### src/rtl/konark_tohost_mailbox.sv
// konark_tohost_mailbox: HTIF tohost/fromhost mailbox with exit decode and end-of-computation flag
module konark_tohost_mailbox #(
    parameter int unsigned DataWidth     = 64,
    parameter int unsigned ExitCodeWidth = 32
) (
    input  logic                     clk_i,
    input  logic                     rst_ni,
    input  logic                     req_i,
    input  logic [3:0]               addr_i,
    input  logic                     we_i,
    input  logic [DataWidth-1:0]     wdata_i,
    input  logic [DataWidth/8-1:0]   be_i,
    output logic                     gnt_o,
    output logic                     rvalid_o,
    output logic [DataWidth-1:0]     rdata_o,
    output logic                     host_valid_o,
    input  logic                     host_ready_i,
    output logic [DataWidth-1:0]     host_data_o,
    input  logic                     fromhost_valid_i,
    input  logic [DataWidth-1:0]     fromhost_data_i,
    output logic                     eoc_o,
    output logic [ExitCodeWidth-1:0] exit_code_o
);
    typedef enum logic [1:0] {IDLE, PENDING, EXITED} state_e;
    state_e                   state_q;
    logic [DataWidth-1:0]     tohost_q, tohost_d, fromhost_q, fromhost_d, rdata_q, rdata_d, wmask;
    logic [ExitCodeWidth-1:0] exit_q;
    logic                     rvalid_q, sel_to, sel_from, wr_to, wr_from, hs;
    assign sel_to       = addr_i == 4'h0;
    assign sel_from     = addr_i == 4'h8;
    // the stall looks only at registered state, so host_ready_i never reaches gnt_o
    assign gnt_o        = req_i && !(we_i && sel_to && state_q == PENDING);
    assign wr_to        = gnt_o && we_i && sel_to;
    assign wr_from      = gnt_o && we_i && sel_from;
    assign hs           = state_q == PENDING && host_ready_i;
    assign rvalid_o     = rvalid_q;
    assign rdata_o      = rdata_q;
    assign host_valid_o = state_q == PENDING;
    assign host_data_o  = tohost_q;
    assign eoc_o        = state_q == EXITED;
    assign exit_code_o  = exit_q;
    // byte-merge next values; host strobe beats a target write to fromhost
    always_comb begin
        wmask = '0;
        for (int i = 0; i < DataWidth/8; i++) wmask[8*i +: 8] = {8{be_i[i]}};
        tohost_d   = hs ? '0 : (wr_to && state_q == IDLE) ? ((tohost_q & ~wmask) | (wdata_i & wmask)) : tohost_q;
        fromhost_d = fromhost_valid_i ? fromhost_data_i : wr_from ? ((fromhost_q & ~wmask) | (wdata_i & wmask)) : fromhost_q;
        rdata_d    = sel_to ? tohost_q : sel_from ? fromhost_q : '0;
    end
    // mailbox FSM with registered response, data and exit code
    always_ff @(posedge clk_i) begin
        if (!rst_ni) begin
            state_q    <= IDLE;
            tohost_q   <= '0;
            fromhost_q <= '0;
            exit_q     <= '0;
            rvalid_q   <= 1'b0;
            rdata_q    <= '0;
        end else begin
            tohost_q   <= tohost_d;
            fromhost_q <= fromhost_d;
            rvalid_q   <= gnt_o;
            rdata_q    <= rdata_d;
            case (state_q)
                IDLE:    if (wr_to && be_i[0]) state_q <= PENDING;
                PENDING: if (host_ready_i) begin
                    state_q <= tohost_q[0] ? EXITED : IDLE;
                    if (tohost_q[0]) exit_q <= tohost_q[ExitCodeWidth:1];
                end
                default: state_q <= EXITED;
            endcase
        end
    end
endmodule

### config.mk
export PLATFORM = sky130hd
export DESIGN_NAME = konark_tohost_mailbox
export DESIGN_NICKNAME = d
export VERILOG_FILES = /design/src/rtl/konark_tohost_mailbox.sv
export SDC_FILE = /design/constraint.sdc
export NUM_CORES = 1
export LEC_CHECK = 0
export CAP_MARGIN = 25
export CORE_ASPECT_RATIO = 1.75
export CORE_MARGIN = 1
export CORE_UTILIZATION = 46
export DETAILED_ROUTE_END_ITERATION = 6
export GPL_TIMING_DRIVEN = 0
export PLACE_DENSITY_LB_ADDON = 0.05
export SLEW_MARGIN = 40
export SYNTH_ARGS = -nofsm -noshare
export SYNTH_HDL_FRONTEND = slang
export SYNTH_SLANG_ARGS = --single-unit
### constraint.sdc
create_clock -name clk_i -period 2 [get_ports clk_i]
set_input_delay 0.4 -clock clk_i [delete_from_list [all_inputs] [get_ports clk_i]]
set_output_delay 0.4 -clock clk_i [all_outputs]
set_load 0.01 [all_outputs]
-- Word level (Yosys, flattened, before mapping)
Cells that the tools add are included.
W data, S select, Z words.
- register bits after elaboration: 227
- output and inout port bits: 164
- input port bits: 146
- bitwise gates (word level): 7
- reductions and logical operators: 16
- equality and inequality tests: 5
- multiplexer cells: 8
- operator list (cell ; number):
    $mux W64 ; 4
    $and A64 B64 Y64 ; 3
    $or A64 B64 Y64 ; 2
    $not A64 Y64 ; 1
    $logic_and A1 B1 Y1 ; 9
    $mux W2 ; 3
    $eq A4 B4 Y1 const B ; 1
    $logic_not A4 Y1 ; 1
    $ne A2 B1 Y1 const B ; 2
    $pmux W2 S2 ; 1
    $reduce_and A3 Y1 ; 1
    $eq A2 B1 Y1 const B ; 1
    $eq A2 B2 Y1 const B ; 1
    $logic_not A2 Y1 ; 1
    $reduce_and A2 Y1 ; 1
    $reduce_bool A2 Y1 ; 1
    $reduce_or A2 Y1 ; 1
    $logic_not A1 Y1 ; 1
    $not A1 Y1 ; 1

-- Longest topological paths before layout
- depth after elaboration: 10
- mapped depth: 6

-- Worst setup path before layout
OpenSTA, ideal clock, no wires.
- path kind: input to register
- start: input addr_i[1]
- end: register with a tool-made name
- stages: 6
- required time: 1.872 ns
- arrival time: 1.660 ns
- path slack: 0.212 ns
- cells stage by stage: or4b_1 clkbuf_1 buf_2 buf_2 nor4_1 a211oi_1
- RTL lines (element ; line ; RTL):
    start: declaration ; 9 ; input logic [3:0] addr_i,

==> impl_metrics.yaml <==
grt:
  gr-total-overflow: 0
  antenna_found_initial: 2
  grt_pass1_vias: 9306
  grt_pass1_wl_microns: 50800
  grt_max_degree: 16
  grt_usage_pct: 31.6
run_status:
  status: "complete, no violations"
timing:
  drv_slew: 0
  final_hold_viol_count: 0
  clock_skew_ps: 9.61
  whs_ps: 415
  rsz0062_at_grt: "yes"
  tightest_slew_ps: 853
  max_slew_margin_pct: 43.1
  max_freq_ghz: 0.514
  timing.final.crit_period_ps: 1940
  setup_ws_ps: 55.8
  setup_viol: 0
  fin_crit_sh_pct: 97.2
routing:
  detailedRoute.firstPassIterationCount: 5
  drt-met1-wl_microns: 12400
  wl_met3_microns: 2330
  vias: 9533
  drc_errors: 0
  drt-initial-drc-count: 550
  top_layer: "met4"
  drtAntennaViolNets: 0
  viasPerCell: 5.76
  routed-wl-met2_microns: 18100
  routedWlPerCell_microns: 20.6
  wl_microns: 34100
setup_path:
  crit_type: "flop to primary output"
  arrival_ps: 1540
  crit_cells: 1
  max_stage_delay_ps: 590
  critPathSlowestCell: "clkdlybuf4s50_1"
  cp_max_fo: 4
  path_cells: "clkdlybuf4s50_1"
  end_kind: "primary output"
  required_ps: 1600
  path_buf_inv: 1
  cp_top_family: "buffers and inverters"
  startpoint_type: "flop"
  ff2ff_path_depth: 5
final_layout:
  syn2layout_area_growth_pct: 44.4
  finalNetCount: 1535
  drive_gt1_share_pct: 5.48
  fin_util_pct: 67.4
pwr:
  p_clk_share_pct: 44.1
  intPower_mw: 7.65
  switching_share_pct: 23.5
  peakVddDrop_mv: 0.693
  p_leak_nw: 4.51
  switchingPower_mw: 2.35
  seqPwrFrac_pct: 46.8
  power_per_cell_area_nw_per_um2: 734
  p_comb_share_pct: 9.1
die:
  ios: 310
  die_area_sq_um: 21100
  die_w_microns: 110
  fp-row-count: 69
  die_y_microns: 191
  start_util_pct: 46.7
  coreArea_sq_um: 20200
logic_synthesis:
  yosys-top-cells-count: "dfxtp_1, nand3_1, clkbuf_1"
  synthCells: 1057
  synth_area_sq_um: 9440
  ys_warn_count: 0
  ys_seq_elements: 227
  async_reset_ff_share_pct: 0
  syn_area_per_cell_sq_um: 8.93
  ys_seq_area_share_pct: 48.2
  yosysUniqueCellTypes: 31
  yosysTopAreaCell: "dfxtp_1"
  synth_most_common_cell: "dfxtp_1"
  synth.area.top_cells: "dfxtp_1, nand3_1, mux2i_1, a211oi_1, a22oi_1"
  synth-main-ff-cell: "dfxtp_1"
  synth-edff-count: 0
  synth_nets: 1203
  netlist.area_leader.share_pct: 48.2
clock_network:
  worst_skew_pair.late_latency_ps: 510
  clkTransAtPathRegs_ps: 60
  cts_buffers: 22
  clock-sinks: 227
  clockBufferDepth: 3
  cts_htree_levels: 1
  root_buffer: "clkbuf_16"
  cts_tree: "built"
worst_hold_path:
  min_path_cells: 3
  min_path_type: "input pin to flop"
placed_design:
  port_buffers: 306
  dp_slack_ps: -997
  gp_congestion: 0.874
  hpwl_microns: 25000
run:
  drv_cap: 0
## path summary, 6_finish.rpt
| path | end | startpoint | slack (ps) |
|---|---|---|---|
| worst max-delay path | host_data_o[26] | flop | 60 |
| worst min-delay path | flop | rst_ni | 420 |
| worst max register to register | flop | state_q[1] | 120 |
| worst min register to register | exit_code_o[16] | exit_code_o[16] | 460 |
## stage by stage
step	setup TNS (ps)	cells	total power, mW	area, sq um
CTS	0	1652	10.0	13600
floorplan	0	1057	5.16	9440
global route	-22.5	1654	10.3	13600
detailed placement	-122770	1611	5.67	12800
finish	0	1655	10.0	13600
global placement	-118030	1611	5.66	12800
## placed cells by master (no fill, tap or decap), drive strengths merged, types with 10 or more instances in the layout
master and instances:
a211oi 64, dfxtp 227, nor2b 68, inv 10, nand2 64, clkdlybuf4s50 299
buf 25, nand3 136, a21boi 32, nor2 64, o21ai 64, nor4 65
clkbuf 118, mux2i 64, a22oi 64
## layout make-up
cell class,instances,area (sq um)
sequential,227,4550
buffer,107,444
inverter,10,37.5
clock buffer,32,669
tap,248,310
fill,1770,6580
clock inverter,7,96.3
timing repair buffer,309,3070
antenna,3,7.51
multi-input combinational,712,4440
## logic make-up after synthesis
| kind of cell | synth area share [%] |
|---|---|
| AOI/OAI and AO/OA | 16.3 |
| buffers and inverters | 5.03 |
| and+or+nand+nor | 23.7 |
| muxes | 6.79 |
| DFF | 48.2 |
## what timing repair did
action	in CTS	in global routing
resized for setup	18	9
setup buffers	3	0
setup endpoints to repair	124	6
endpoints found under the hold margin	0	0
hold buffers	0	0
pin swaps	2	0
## metal layers
metal,GRT usage (%),vias up
met5,0,-
met4,13.2,0
met3,5.83,85
met2,58.6,429
met1,33.9,4542
li1,-,4477
## power by group through the flow
stage	Clock (mW)	Combinational, mW	Sequential [mW]
2_1_floorplan	0	0.383	4.78
3_3_place_gp	0	0.884	4.78
3_5_place_dp	0	0.890	4.78
4_1_cts	4.45	0.898	4.68
5_1_grt	4.63	0.972	4.69
6_report	4.41	0.912	4.68
Power figures use the tool's default switching activity.
